===== config.mk =====
export PLATFORM = sky130hd
export DESIGN_NAME = wb_scheduler_flat
export DESIGN_NICKNAME = d
export VERILOG_FILES = /design/src/rtl/wb_scheduler_pkg.sv /design/src/rtl/wb_scheduler_if.sv /design/src/rtl/wb_scheduler_fifo.sv /design/src/rtl/wb_scheduler.sv /design/src/flat_wrapper.sv
export SDC_FILE = /design/constraint.sdc
export NUM_CORES = 1
export LEC_CHECK = 0
export BUFFER_PORTS_ARGS = -buffer_cell sky130_fd_sc_hd__clkbuf_2
export CAP_MARGIN = 20
export CORE_AREA = 2 2 108 110
export CTS_BUF_LIST = sky130_fd_sc_hd__clkbuf_16
export CTS_CLUSTER_DIAMETER = 60
export DETAILED_ROUTE_END_ITERATION = 10
export DIE_AREA = 0 0 110 112
export HOLD_SLACK_MARGIN = 0.08
export PLACE_DENSITY = 0.77
export SLEW_MARGIN = 10
export SYNTH_ARGS = -nofsm -noshare
export SYNTH_HDL_FRONTEND = slang
export SYNTH_SLANG_ARGS = --single-unit

===== constraint.sdc =====
create_clock -name CLOCK_50 -period 4.4 [get_ports CLOCK_50]
set_input_delay 0.88 -clock CLOCK_50 [delete_from_list [all_inputs] [get_ports CLOCK_50]]
set_output_delay 0.88 -clock CLOCK_50 [all_outputs]
set_load 0.02 [all_outputs]

===== src/rtl/wb_scheduler_pkg.sv =====
// Shared widths, buffer entry layout and push-count helper for the
// register-bank write-back scheduler.
package wb_pkg;

  localparam int WB_REG_W  = 4;
  localparam int WB_DATA_W = 16;

  typedef struct packed {
    logic [WB_REG_W-1:0]  rg;
    logic [WB_DATA_W-1:0] data;
  } wb_entry_t;

  // A multiply retires two words, an ALU result one.
  function automatic logic [1:0] push_count(input logic mul_we, input logic alu_we);
    return {mul_we, 1'b0} + {1'b0, alu_we};
  endfunction

endpackage


===== src/rtl/wb_scheduler_if.sv =====
// Producer/bank-side bundle of the write-back scheduler: retire requests,
// decode read probes, the bank write port and the stall/overflow flags.
interface wb_scheduler_if #(
  parameter int REG_W  = wb_pkg::WB_REG_W,
  parameter int DATA_W = wb_pkg::WB_DATA_W
);
  logic              alu_we;
  logic [REG_W-1:0]  alu_reg;
  logic [DATA_W-1:0] alu_data;
  logic              mul_we;
  logic [REG_W-1:0]  mul_reg_h;
  logic [REG_W-1:0]  mul_reg_l;
  logic [DATA_W-1:0] mul_h;
  logic [DATA_W-1:0] mul_l;
  logic              rd_a_en;
  logic              rd_b_en;
  logic [REG_W-1:0]  rd_a;
  logic [REG_W-1:0]  rd_b;
  logic              rf_we;
  logic [REG_W-1:0]  rf_reg;
  logic [DATA_W-1:0] rf_data;
  logic              stall;
  logic              overflow;

  modport master (
    output alu_we, alu_reg, alu_data, mul_we, mul_reg_h, mul_reg_l, mul_h, mul_l,
           rd_a_en, rd_b_en, rd_a, rd_b,
    input  rf_we, rf_reg, rf_data, stall, overflow
  );

  modport slave (
    input  alu_we, alu_reg, alu_data, mul_we, mul_reg_h, mul_reg_l, mul_h, mul_l,
           rd_a_en, rd_b_en, rd_a, rd_b,
    output rf_we, rf_reg, rf_data, stall, overflow
  );
endinterface


===== src/rtl/wb_scheduler_fifo.sv =====
// In-order write buffer: up to three pushes and one pop per edge, with the
// per-entry valid/reg view needed by the read-hazard comparators.
module wb_fifo
  import wb_pkg::*;
#(
  parameter int DEPTH  = 4,
  parameter int REG_W  = WB_REG_W,
  parameter int DATA_W = WB_DATA_W,
  localparam int PTR_W = $clog2(DEPTH),
  localparam int CNT_W = $clog2(DEPTH + 1)
) (
  input  logic                          clk,
  input  logic                          rst_n,
  input  logic [1:0]                    i_n_push,
  input  logic [2:0][REG_W-1:0]         i_push_reg,
  input  logic [2:0][DATA_W-1:0]        i_push_data,
  output logic [CNT_W-1:0]              o_cnt,
  output logic [REG_W-1:0]              o_head_reg,
  output logic [DATA_W-1:0]             o_head_data,
  output logic [DEPTH-1:0]              o_vld,
  output logic [DEPTH-1:0][REG_W-1:0]   o_regs
);

  localparam int IW = PTR_W + 1;
  typedef logic [IW-1:0] idx_t;

  logic [REG_W-1:0]  r_mem_reg  [DEPTH];
  logic [DATA_W-1:0] r_mem_data [DEPTH];
  logic [PTR_W-1:0]  r_wr_ptr;
  logic [PTR_W-1:0]  r_rd_ptr;
  logic [CNT_W-1:0]  r_cnt;

  logic                  w_pop;
  logic [2:0][PTR_W-1:0] w_wr_idx;
  logic [PTR_W-1:0]      w_wr_next;
  logic [PTR_W-1:0]      w_rd_next;

  // Operand is always below 2*DEPTH, so one conditional subtract is a full modulo.
  function automatic logic [PTR_W-1:0] wrap(input idx_t v);
    idx_t r;
    r = (v >= IW'(DEPTH)) ? v - IW'(DEPTH) : v;
    return r[PTR_W-1:0];
  endfunction

  assign w_pop     = (r_cnt != '0);
  assign w_wr_next = wrap(IW'(r_wr_ptr) + IW'(i_n_push));
  assign w_rd_next = w_pop ? wrap(IW'(r_rd_ptr) + IW'(1)) : r_rd_ptr;

  for (genvar i = 0; i < 3; i++) begin : g_wr_idx
    assign w_wr_idx[i] = wrap(IW'(r_wr_ptr) + IW'(i));
  end

  always_ff @(posedge clk or negedge rst_n) begin
    if (!rst_n) begin
      r_wr_ptr <= '0;
      r_rd_ptr <= '0;
      r_cnt    <= '0;
    end else begin
      r_wr_ptr <= w_wr_next;
      r_rd_ptr <= w_rd_next;
      r_cnt    <= r_cnt + CNT_W'(i_n_push) - CNT_W'(w_pop);
    end
  end

  // When full, the single accepted push lands on the slot being popped this edge.
  always_ff @(posedge clk) begin
    for (int i = 0; i < 3; i++) begin
      if (2'(i) < i_n_push) begin
        r_mem_reg[w_wr_idx[i]]  <= i_push_reg[i];
        r_mem_data[w_wr_idx[i]] <= i_push_data[i];
      end
    end
  end

  for (genvar j = 0; j < DEPTH; j++) begin : g_view
    logic [PTR_W-1:0] w_off;
    assign w_off     = wrap(IW'(j) + IW'(DEPTH) - IW'(r_rd_ptr));
    assign o_vld[j]  = (IW'(w_off) < IW'(r_cnt));
    assign o_regs[j] = r_mem_reg[j];
  end

  assign o_cnt       = r_cnt;
  assign o_head_reg  = w_pop ? r_mem_reg[r_rd_ptr]  : '0;
  assign o_head_data = w_pop ? r_mem_data[r_rd_ptr] : '0;

endmodule


===== src/rtl/wb_scheduler.sv =====
// Write-back scheduler: orders ALU/multiplier retirements into the write
// buffer, drains one per cycle into the bank, and raises space/hazard stalls.
module wb_scheduler
  import wb_pkg::*;
#(
  parameter int DEPTH  = 4,
  parameter int REG_W  = WB_REG_W,
  parameter int DATA_W = WB_DATA_W,
  localparam int CNT_W = $clog2(DEPTH + 1)
) (
  input  logic            CLOCK_50,
  input  logic            reset,
  wb_scheduler_if.slave   bus
);

  logic [1:0] r_rst_sync;
  logic       w_rst_n;
  logic       r_overflow;

  logic [2:0][REG_W-1:0]       w_slot_reg;
  logic [2:0][DATA_W-1:0]      w_slot_data;
  logic [1:0]                  w_n_req;
  logic [1:0]                  w_n_acc;
  logic                        w_drop;
  logic [CNT_W-1:0]            w_cnt;
  logic [CNT_W-1:0]            w_free;
  logic [DEPTH-1:0]            w_vld;
  logic [DEPTH-1:0][REG_W-1:0] w_regs;
  logic [DEPTH-1:0]            w_hit_a;
  logic [DEPTH-1:0]            w_hit_b;
  logic                        w_hazard;
  logic                        w_space_stall;
  logic [REG_W-1:0]            w_head_reg;
  logic [DATA_W-1:0]           w_head_data;

  // Reset asserts immediately; release is retimed to CLOCK_50.
  always_ff @(posedge CLOCK_50 or negedge reset) begin
    if (!reset) r_rst_sync <= '0;
    else        r_rst_sync <= {r_rst_sync[0], 1'b1};
  end
  assign w_rst_n = r_rst_sync[1];

  // Multiply words are older than a same-cycle ALU result; slots are compacted.
  always_comb begin
    w_slot_reg  = '0;
    w_slot_data = '0;
    if (bus.mul_we) begin
      w_slot_reg[0]  = bus.mul_reg_h;
      w_slot_data[0] = bus.mul_h;
      w_slot_reg[1]  = bus.mul_reg_l;
      w_slot_data[1] = bus.mul_l;
      w_slot_reg[2]  = bus.alu_reg;
      w_slot_data[2] = bus.alu_data;
    end else begin
      w_slot_reg[0]  = bus.alu_reg;
      w_slot_data[0] = bus.alu_data;
    end
  end

  assign w_n_req = push_count(bus.mul_we, bus.alu_we);
  assign w_free  = CNT_W'(DEPTH) - w_cnt + CNT_W'(w_cnt != '0);
  assign w_drop  = (CNT_W'(w_n_req) > w_free);
  assign w_n_acc = w_drop ? w_free[1:0] : w_n_req;

  wb_fifo #(
    .DEPTH  (DEPTH),
    .REG_W  (REG_W),
    .DATA_W (DATA_W)
  ) u_fifo (
    .clk         (CLOCK_50),
    .rst_n       (w_rst_n),
    .i_n_push    (w_n_acc),
    .i_push_reg  (w_slot_reg),
    .i_push_data (w_slot_data),
    .o_cnt       (w_cnt),
    .o_head_reg  (w_head_reg),
    .o_head_data (w_head_data),
    .o_vld       (w_vld),
    .o_regs      (w_regs)
  );

  always_ff @(posedge CLOCK_50 or negedge w_rst_n) begin
    if (!w_rst_n) r_overflow <= 1'b0;
    else          r_overflow <= r_overflow | w_drop;
  end

  for (genvar j = 0; j < DEPTH; j++) begin : g_hazard
    assign w_hit_a[j] = w_vld[j] && (w_regs[j] == bus.rd_a);
    assign w_hit_b[j] = w_vld[j] && (w_regs[j] == bus.rd_b);
  end

  assign w_hazard      = (bus.rd_a_en && |w_hit_a) || (bus.rd_b_en && |w_hit_b);
  // Fewer than three free slots cannot absorb a mul+alu retirement.
  assign w_space_stall = (w_cnt > CNT_W'(DEPTH - 3));

  assign bus.rf_we    = (w_cnt != '0);
  assign bus.rf_reg   = w_head_reg;
  assign bus.rf_data  = w_head_data;
  assign bus.stall    = w_space_stall | w_hazard;
  assign bus.overflow = r_overflow;

endmodule

===== src/flat_wrapper.sv =====
// flat-port wrapper written by rule: the top's interface ports become plain ports
module wb_scheduler_flat import wb_pkg::*;
#(
  parameter int DEPTH  = 4,
  parameter int REG_W  = WB_REG_W,
  parameter int DATA_W = WB_DATA_W,
  localparam int CNT_W = $clog2(DEPTH + 1)
)
  (CLOCK_50, reset, bus_alu_we, bus_alu_reg, bus_alu_data, bus_mul_we, bus_mul_reg_h, bus_mul_reg_l, bus_mul_h, bus_mul_l, bus_rd_a_en, bus_rd_b_en, bus_rd_a, bus_rd_b, bus_rf_we, bus_rf_reg, bus_rf_data, bus_stall, bus_overflow);
  wb_scheduler_if #(.REG_W(REG_W), .DATA_W(DATA_W)) bus_i ();
  input  logic CLOCK_50;
  input  logic reset;
  input wire logic [$bits(bus_i.alu_we)-1:0] bus_alu_we;
  input wire logic [$bits(bus_i.alu_reg)-1:0] bus_alu_reg;
  input wire logic [$bits(bus_i.alu_data)-1:0] bus_alu_data;
  input wire logic [$bits(bus_i.mul_we)-1:0] bus_mul_we;
  input wire logic [$bits(bus_i.mul_reg_h)-1:0] bus_mul_reg_h;
  input wire logic [$bits(bus_i.mul_reg_l)-1:0] bus_mul_reg_l;
  input wire logic [$bits(bus_i.mul_h)-1:0] bus_mul_h;
  input wire logic [$bits(bus_i.mul_l)-1:0] bus_mul_l;
  input wire logic [$bits(bus_i.rd_a_en)-1:0] bus_rd_a_en;
  input wire logic [$bits(bus_i.rd_b_en)-1:0] bus_rd_b_en;
  input wire logic [$bits(bus_i.rd_a)-1:0] bus_rd_a;
  input wire logic [$bits(bus_i.rd_b)-1:0] bus_rd_b;
  output wire logic [$bits(bus_i.rf_we)-1:0] bus_rf_we;
  output wire logic [$bits(bus_i.rf_reg)-1:0] bus_rf_reg;
  output wire logic [$bits(bus_i.rf_data)-1:0] bus_rf_data;
  output wire logic [$bits(bus_i.stall)-1:0] bus_stall;
  output wire logic [$bits(bus_i.overflow)-1:0] bus_overflow;
  assign bus_i.alu_we = bus_alu_we;
  assign bus_i.alu_reg = bus_alu_reg;
  assign bus_i.alu_data = bus_alu_data;
  assign bus_i.mul_we = bus_mul_we;
  assign bus_i.mul_reg_h = bus_mul_reg_h;
  assign bus_i.mul_reg_l = bus_mul_reg_l;
  assign bus_i.mul_h = bus_mul_h;
  assign bus_i.mul_l = bus_mul_l;
  assign bus_i.rd_a_en = bus_rd_a_en;
  assign bus_i.rd_b_en = bus_rd_b_en;
  assign bus_i.rd_a = bus_rd_a;
  assign bus_i.rd_b = bus_rd_b;
  assign bus_rf_we = bus_i.rf_we;
  assign bus_rf_reg = bus_i.rf_reg;
  assign bus_rf_data = bus_i.rf_data;
  assign bus_stall = bus_i.stall;
  assign bus_overflow = bus_i.overflow;
  wb_scheduler #(.DEPTH(DEPTH), .REG_W(REG_W), .DATA_W(DATA_W)) u_core (.CLOCK_50(CLOCK_50), .reset(reset), .bus(bus_i));
endmodule

==> impl_metrics.toml, run 1 <==
[timing]
finalHoldViolCount = 0
skew_ns = 0.00936
finalSetupViolCount = 0
period_minus_slack_ns = 3.85
rsz0062_at_grt = "no"
setup-tns-final_ns = 0
tightest_slew_ns = 1.01
final_max_slew_viol_count = 0
timing.fmax_mhz = 260
max_slew_margin_pct = 32.5
period_share_pct = 87.5

[power]
pwr-share-clk_pct = 13.0
power_density_nw_per_um2 = 783
p_total_mw = 5.37
p_sw_mw = 2.29
peakVddDrop_mv = 0.537
p_int_mw = 3.08
pwr-share-comb_pct = 54.2
switching_share_pct = 42.7
leakage_nw = 2.46
p_seq_share_pct = 32.8

[clock_tree]
cts_made_buffers = 9
post_cts_resized = 0
clock-sinks = 90
cts_tree = "yes"
cts_hold_buf = 0
cts_buffer_depth = 2
cts_root_buf = "clkbuf_16"
clk_transition_reported_paths_ns = 0.06
clk_latency_ns = 0.34
cts_max_level = 3
cts_setup_buffers = 0

[yosys]
yosys_warnings = 0
synth.largest_area_cell = "edfxtp_1"
yosysSeqAreaShare_pct = 44.3
syn_inst = 547
synth_edf_count = 80
ys_ff_latch = 90
synth-main-ff-cell = "edfxtp_1"
async_flop_share_pct = 11.1
syn_area_um2 = 5990
syn_avg_cell_area_um2 = 11.0
yosys-top-cells-area = "edfxtp_1 40%, a21oi_1 14%, mux2i_1 13%"
syn-num-nets = 634
netlist-cell-type-count = 37
synth.top_cell.area_share_pct = 40.1

[detailed_routing]
wl_met2_um = 8490
top_layer = "met4"
drt_iter0_markers = 460
met1_length_um = 6510
via_count = 4844
drc = 0
dr.pass1.iters = 6
vias_per_cell = 6.30
met3WireLength_um = 1500
wire_per_inst_um = 21.9
drtAntennaViolNets = 0
finalWirelength_um = 16800

[setup_path]
end_kind = "flop"
reg2reg_depth = 12
critPathKind = "reg2reg"
cp_top_family = "simple AND/OR/NAND/NOR gates"
reg2reg_setup_slack_ns = 0.55
arrival_ns = 3.88
cp_num_buf_inv = 2
worstSetupStartpointType = "flop"
r2r_start = "u_core.u_fifo.o_cnt[2]"
crit_chain = "nor2_1 -> nand2_1 -> ha_1 -> inv_1 -> ha_1 -> nand2_1 -> a21o_1 -> and4_1 -> o21ai_2 -> buf_4 -> and2_1 -> a21oi_1"
path_max_fanout = 21
worstPathRequired_ns = 4.43
crit_slowest_cell = "and2_1"
reg2reg_to = "u_core.u_fifo.r_mem_data[2][3]"
cpPeakStageDelay_ns = 0.85

[place]
dp_hpwl_um = 10900
io_buffers = 96
place_congestion = 0.901

[die]
die_h_um = 112
num_rows = 39
io_pins = 97
fp.dieW_um = 110
core_area_um2 = 11200
fp.dieArea_um2 = 12300
initial_utilization_pct = 53.6

[run_status]
status = "complete, no violations"

[grt]
antenna_found_initial = 0
grt_pass1_wl_um = 26300
grt_use_total_pct = 28.4
grt_pass1_vias = 5041
grt_max_degree = 85
grt_overflow = 0

[layout]
layout_common_cells = "165 x a21oi_1, 96 x clkbuf_2, 80 x mux2i_1, 80 x edfxtp_1, 39 x xnor2_1"
area_delta_synth_final_pct = 14.4
diodes = 0
nets = 708
largest_reg_flops = 64
nFillCells = 902
drive_above_1_share_pct = 25.2
final_common_cell = "a21oi_1"

[flow_run]
cap_violations = 0

[min_path]
hp-class = "reg2async"
[metal layers]
| layer | track usage, % | up-vias |
|---|---|---|
| met4 | 9.11 | 0 |
| met3 | 6.50 | 34 |
| met5 | 0 | - |
| li1 | - | 2193 |
| met1 | 36.7 | 2355 |
| met2 | 47.2 | 262 |
[worst reg2reg max path, stage by stage (launching register included)]
cell     delay [ns]
dfrtp_1        0.48
nor2_1         0.19
nand2_1        0.14
ha_1           0.29
inv_1          0.07
ha_1           0.29
nand2_1        0.06
a21o_1         0.20
and4_1         0.28
o21ai_2        0.16
buf_4          0.30
and2_1         0.85
a21oi_1        0.22
[power groups by stage]
stage / combinational, mW / clock, mW / sequential (mW)
2_1_floorplan: 2.05 / 0 / 1.68
3_3_place_gp: 2.83 / 0 / 1.74
3_5_place_dp: 2.89 / 0 / 1.77
4_1_cts: 2.91 / 0.695 / 1.76
5_1_grt: 3.15 / 0.729 / 1.80
6_report: 2.91 / 0.698 / 1.76
[final cells by class]
type                       count  area, µm²  share of cell area, %
tap                          143        179                   2.61
clock inverter                 7       36.3                  0.529
clock buffer                   9        225                   3.28
multi-input combinational    395       3100                   45.2
sequential                    90       2650                   38.7
timing repair buffer         113        621                   9.05
inverter                      12       45.0                  0.657
[per-stage QoR]
stage	util, %	hold WS (ns)	cells	instance area (µm²)	worst slack, ns
after floorplan	-	0.0946	547	5990	0.200
after global placement	59.0	0.136	753	6600	0.737
after detailed placement	59.0	0.158	753	6600	0.652
final	61.4	0.147	769	6860	0.550
after global routing	61.4	0.182	769	6860	0.354
after CTS	61.4	0.171	769	6860	0.635
[synth_stat cells (all sizes together), types with 4 or more instances]
| cell | instances |
|---|---|
| nand2 | 6 |
| inv | 12 |
| and2 | 4 |
| o21ai | 7 |
| mux4 | 20 |
| o22ai | 4 |
| nand4 | 8 |
| dfrtp | 10 |
| buf | 30 |
| edfxtp | 80 |
| mux2i | 80 |
| nor2b | 21 |
| nor2 | 8 |
| xnor2 | 39 |
| clkbuf | 20 |
| a21oi | 167 |
| ha | 12 |
[cell families (layout without fill, tap and decap cells)]
| kind of cell | Yosys count | in the layout | synth area share (%) |
|---|---|---|---|
| compound gates | 185 | 185 | 16.0 |
| xor+xnor | 41 | 41 | 5.99 |
| fa+ha+maj | 13 | 13 | 2.84 |
| buf+inv | 62 | 141 | 4.70 |
| flops | 90 | 90 | 44.3 |
| mux | 100 | 100 | 20.9 |
| other cells | 1 | 1 | 0.0626 |
| simple gates | 55 | 55 | 5.26 |
[worst max-delay path by stage]
stage	start	endpoint	cells past startpoint
detailed placement	u_core.u_fifo.o_cnt[2]	u_core.u_fifo.r_mem_data[2][6]	12
finish	u_core.u_fifo.o_cnt[2]	u_core.u_fifo.r_mem_data[2][3]	12
global placement	u_core.u_fifo.o_cnt[2]	u_core.u_fifo.r_mem_data[2][3]	12
CTS	u_core.u_fifo.o_cnt[2]	u_core.u_fifo.r_mem_data[2][6]	12
floorplan	u_core.u_fifo.o_cnt[2]	u_core.u_fifo.r_mem_data[1][0]	15
global route	u_core.u_fifo.o_cnt[2]	u_core.u_fifo.r_mem_data[2][6]	14
No activity file was read; power rests on OpenSTA's default activity.
==> inputs of run 2 (changes only) <==
- CORE_AREA: 2 2 108 110 -> 2 2 102 104
- DIE_AREA: 0 0 110 112 -> 0 0 104 106
- PLACE_DENSITY: 0.77 -> 0.85
==> run 2 against run 1 <==
Setup slack improved by 0.044 ns. Critical path depth up 1. Clock skew is 0.00078 ns higher. Largest cell class unchanged. Clock-buffer cell count did not move.
==> impl_metrics.toml, run 2 (synthesis gave the netlist of run 1 again) <==
[grt]
grt_overflow = 0
grt_use_total_pct = 30.1
grt_pass1_wl_um = 25600
grt_pass1_vias = 4921
antenna_found_initial = 0
grt_max_degree = 85

[min_path]
hp-class = "reg2async"

[clock_tree]
cts_setup_buffers = 0
cts_buffer_depth = 2
cts_root_buf = "clkbuf_16"
cts_hold_buf = 0
clk_latency_ns = 0.35
post_cts_resized = 0
clock-sinks = 90
cts_max_level = 3
cts_tree = "yes"
clk_transition_reported_paths_ns = 0.06
cts_made_buffers = 9

[setup_path]
worstSetupStartpointType = "flop"
cp_top_family = "simple AND/OR/NAND/NOR gates"
crit_slowest_cell = "and2_1"
end_kind = "flop"
crit_end = "u_core.u_fifo.r_mem_reg[2][3]"
worstPathRequired_ns = 4.44
crit_chain = "nor2_1 -> nand2_1 -> inv_1 -> ha_1 -> inv_1 -> ha_1 -> nor3_1 -> a21o_1 -> a31oi_1 -> o21ai_1 -> buf_4 -> and2_1 -> a21oi_1"
critPathKind = "reg2reg"
cpPeakStageDelay_ns = 0.78
path_depth = 13
reg2reg_setup_slack_ns = 0.59
r2r_start = "u_core.u_fifo.o_cnt[2]"
reg2reg_depth = 13
reg2reg_to = "u_core.u_fifo.r_mem_reg[2][3]"
cp_num_buf_inv = 3
startpoint = "u_core.u_fifo.o_cnt[2]"
arrival_ns = 3.85
path_max_fanout = 21

[die]
initial_utilization_pct = 59.9
die_h_um = 106
fp.dieArea_um2 = 11000
fp.dieW_um = 104
core_area_um2 = 10000
io_pins = 97
num_rows = 37

[layout]
final_common_cell = "a21oi_1"
nets = 707
drive_above_1_share_pct = 24.7
diodes = 0
area_delta_synth_final_pct = 14.1
layout_common_cells = "165 x a21oi_1, 96 x clkbuf_2, 80 x mux2i_1, 80 x edfxtp_1, 39 x xnor2_1"
largest_reg_flops = 64

[power]
power_density_nw_per_um2 = 784
pwr-share-comb_pct = 52.5
switching_share_pct = 41.9
p_seq_share_pct = 33.5
p_sw_mw = 2.25
leakage_nw = 2.46
p_int_mw = 3.11
pwr-share-clk_pct = 13.9
peakVddDrop_mv = 0.409

[timing]
tightest_slew_ns = 0.989
timing.fmax_mhz = 263
setup-tns-final_ns = 0
finalHoldViolCount = 0
skew_ns = 0.0101
period_share_pct = 86.5
period_minus_slack_ns = 3.81
finalSetupViolCount = 0
rsz0062_at_grt = "no"
final_max_slew_viol_count = 0
max_slew_margin_pct = 34.1
finalWorstSetupSlack_ns = 0.593

[detailed_routing]
vias_per_cell = 6.48
drtAntennaViolNets = 0
wire_per_inst_um = 21.3
via_count = 4922
drt_iter0_markers = 540
finalWirelength_um = 16200
dr.pass1.iters = 5
drc = 0

[place]
pre_cts_slack_ns = 0.712
dp_hpwl_um = 10500
place_congestion = 0.938
io_buffers = 96

[flow_run]
cap_violations = 0

[run_status]
status = "complete, no violations"
## run 2: final cells by class
cell class | count | area, µm²
flip-flops and latches | 90 | 2650
fillers | 752 | 3160
well taps | 136 | 170
inverters | 12 | 45.0
multi-input cells | 395 | 3080
repair buffers | 112 | 601
clock buffers | 9 | 225
clock inverters | 6 | 58.8
## run 2: routing by layer
metal / share of wire [%] / track usage (%) / vias up
li1: - / - / 2196
met1: 38 / 38.3 / 2388
met2: 50 / 51.9 / 305
met3: 9.3 / 4.97 / 33
met4: 2.3 / 11.5 / 0
met5: 0 / 0 / -
## run 2: worst min path at each step
| stage | to | slack, ns | cells past startpoint |
|---|---|---|---|
| finish | u_core.u_fifo.o_cnt[2] | 0.13 | 0 |
| global route | u_core.bus.overflow | 0.16 | 0 |
| detailed placement | u_core.bus.overflow | 0.14 | 0 |
| floorplan | u_core.bus.overflow | 0.09 | 0 |
| global placement | u_core.bus.overflow | 0.14 | 0 |
| CTS | u_core.u_fifo.o_cnt[1] | 0.14 | 0 |
## run 2: per-stage QoR
stage,area [µm²],util [%],hold slack [ns],cells,total power [mW]
final,6840,68.4,0.127,760,5.36
after CTS,6840,68.4,0.142,760,5.34
after global routing,6840,68.4,0.157,760,5.65
after floorplan,5990,-,0.0946,547,3.73
after detailed placement,6550,65.5,0.136,745,4.58
after global placement,6550,65.5,0.135,745,4.49
## run 2: worst register-to-register path: cells and delay by family, from the launching register on
family	cells	cell delay, ns
buffers and inverters	3	0.46
flip-flops	1	0.50
AO/OA/AOI/OAI	4	0.77
adder cells (fa/ha/maj)	2	0.46
AND/OR/NAND/NOR	4	1.32
## run 2: power groups by stage
| stage | Clock [mW] | Combinational [mW] | Sequential (mW) |
|---|---|---|---|
| after global routing | 0.782 | 3.04 | 1.83 |
| after floorplan | 0 | 2.05 | 1.68 |
| after CTS | 0.747 | 2.81 | 1.79 |
| final | 0.747 | 2.81 | 1.80 |
| after global placement | 0 | 2.71 | 1.77 |
| after detailed placement | 0 | 2.78 | 1.80 |
==> inputs of run 3 (changes only) <==
- CORE_AREA: 2 2 102 104 -> 2 2 100 102
- CTS_BUF_LIST: sky130_fd_sc_hd__clkbuf_16 -> sky130_fd_sc_hd__clkbuf_8
- DIE_AREA: 0 0 104 106 -> 0 0 102 104
- PLACE_DENSITY: 0.85 -> 0.88
==> run 3 against run 2 <==
Sequential power hardly changed. Combinational power increased by 2%. Total power is 3.6% lower. Fmax shrank 4.4%. Critical path depth stayed put. Via count increased by 2.0%. Clock-buffer cell count increased by 2.
==> impl_metrics.toml, run 3 (synthesis gave the netlist of run 1 again) <==
[layout]
nets = 707
layout_common_cells = "165 x a21oi_1, 96 x clkbuf_2, 80 x mux2i_1, 80 x edfxtp_1, 39 x xnor2_1"
area_delta_synth_final_pct = 12.3
multi_input_area_um2 = 3080
final_common_cell = "a21oi_1"
largest_reg_flops = 64
diodes = 0
seq_area_um2 = 2650
drive_above_1_share_pct = 25.0
stdcell_count = 758
nFillCells = 691

[setup_path]
arrival_ns = 4.05
end_kind = "flop"
path_max_fanout = 21
worstPathRequired_ns = 4.47
worstSetupStartpointType = "flop"
reg2reg_to = "u_core.u_fifo.r_mem_reg[3][0]"
crit_end = "u_core.u_fifo.r_mem_reg[3][0]"
path_depth = 13
cp_num_buf_inv = 3
reg2reg_depth = 13
cpPeakStageDelay_ns = 0.86
cp_top_family = "simple AND/OR/NAND/NOR gates"
crit_chain = "nor2_1 -> nand2_1 -> inv_1 -> ha_1 -> inv_1 -> ha_1 -> nor3_1 -> a21o_1 -> a31oi_1 -> o21ai_1 -> buf_4 -> and2_1 -> a21oi_1"
crit_slowest_cell = "and2_1"
reg2reg_setup_slack_ns = 0.42
startpoint = "u_core.u_fifo.o_cnt[2]"
critPathKind = "reg2reg"
r2r_start = "u_core.u_fifo.o_cnt[2]"

[timing]
setup-tns-final_ns = 0
max_slew_margin_pct = 31.7
finalHoldViolCount = 0
rsz0062_at_grt = "no"
finalSetupViolCount = 0
tightest_slew_ns = 1.02
finalWorstSetupSlack_ns = 0.418
timing.fmax_mhz = 251
final_max_slew_viol_count = 0
skew_ns = 0.00773
period_share_pct = 90.5
period_minus_slack_ns = 3.98

[detailed_routing]
wire_per_inst_um = 21.6
dr.pass1.iters = 5
via_count = 5021
drtAntennaViolNets = 0
drc = 0
drt_iter0_markers = 693
vias_per_cell = 6.62
finalWirelength_um = 16400

[grt]
grt_max_degree = 85
grt_pass1_wl_um = 26400
grt_pass1_vias = 5206
grt_use_total_pct = 32.6
grt_overflow = 0
antenna_found_initial = 0

[place]
io_buffers = 96
dp_hpwl_um = 10600
dpl.cell_count = 742
place_congestion = 0.829
pre_cts_slack_ns = 0.574

[clock_tree]
cts_root_buf = "clkbuf_8"
clk_transition_reported_paths_ns = 0.09
cts_setup_buffers = 0
post_cts_resized = 0
cts_tree = "yes"
clk_latency_ns = 0.37
cts_buffer_depth = 2
clock-sinks = 90
cts_max_level = 3
cts_made_buffers = 9
cts_hold_buf = 0

[die]
core_area_um2 = 9550
io_pins = 97
die_h_um = 104
num_rows = 36
fp.dieArea_um2 = 10600
initial_utilization_pct = 62.7
fp.dieW_um = 102

[power]
switching_share_pct = 43.6
p_int_mw = 2.91
p_seq_share_pct = 34.5
peakVddDrop_mv = 0.408
pwr-share-comb_pct = 55.3
p_sw_mw = 2.25
pwr-share-clk_pct = 10.3
power_density_nw_per_um2 = 768
leakage_nw = 2.41

[flow_run]
cap_violations = 0

[run_status]
status = "complete, no violations"

[min_path]
hp-class = "reg2async"
## run 3: changes by cell type in the layout (fill, tap and decap cells not counted), sizes merged
cell | before | now
bufinv | 1 | 0
clkbuf | 105 | 107
clkinv | 4 | 3
clkinvlp | 1 | 2
## run 3: through the flow
step	power (mW)	instance area [µm²]	hold WS [ns]	utilization (%)
after global placement	4.47	6550	0.142	68.6
final	5.17	6730	0.140	70.5
after CTS	5.12	6730	0.146	70.5
after global routing	5.45	6730	0.171	70.5
after floorplan	3.73	5990	0.0946	-
after detailed placement	4.60	6550	0.140	68.6
## run 3: how the worst min path moves through the flow
stage | startpoint | endpoint | slack [ns]
finish | u_core.r_rst_sync[1] | u_core.bus.overflow | 0.14
global route | u_core.r_rst_sync[1] | u_core.u_fifo.o_cnt[2] | 0.17
CTS | u_core.r_rst_sync[1] | u_core.u_fifo.o_cnt[2] | 0.15
detailed placement | u_core.r_rst_sync[1] | u_core.bus.overflow | 0.14
global placement | u_core.r_rst_sync[1] | u_core.u_fifo.r_wr_ptr[1] | 0.14
floorplan | u_core.r_rst_sync[1] | u_core.bus.overflow | 0.09
## run 3: metal layers
metal	track usage (%)	up-vias	wire length, µm
met2	51.4	368	7980
li1	-	2197	-
met1	41.8	2381	6000
met3	6.25	75	1680
met5	0	-	0
met4	18.6	0	745
## run 3: cell type report
| cell class | instances | area share [%] |
|---|---|---|
| well taps | 133 | 2.47 |
| clock inverters | 5 | 0.428 |
| flip-flops and latches | 90 | 39.4 |
| inverters | 12 | 0.670 |
| repair buffers | 112 | 8.93 |
| multi-input cells | 395 | 45.8 |
| clock buffers | 11 | 2.25 |
## run 3: worst register-to-register path, cell delays in order (launching register included)
cell and delay, ns:
dfrtp_1 0.50, nor2_1 0.20, nand2_1 0.13, inv_1 0.10, ha_1 0.16, inv_1 0.06
ha_1 0.32, nor3_1 0.22, a21o_1 0.16, a31oi_1 0.21, o21ai_1 0.21, buf_4 0.33
and2_1 0.87, a21oi_1 0.21
## run 3: power by group through the flow
stage               registers [mW]  clock network [mW]  logic, mW
global placement              1.75                   0       2.72
floorplan                     1.68                   0       2.05
CTS                           1.77               0.529       2.82
global route                  1.82               0.565       3.06
finish                        1.78               0.531       2.86
detailed placement            1.79                   0       2.81
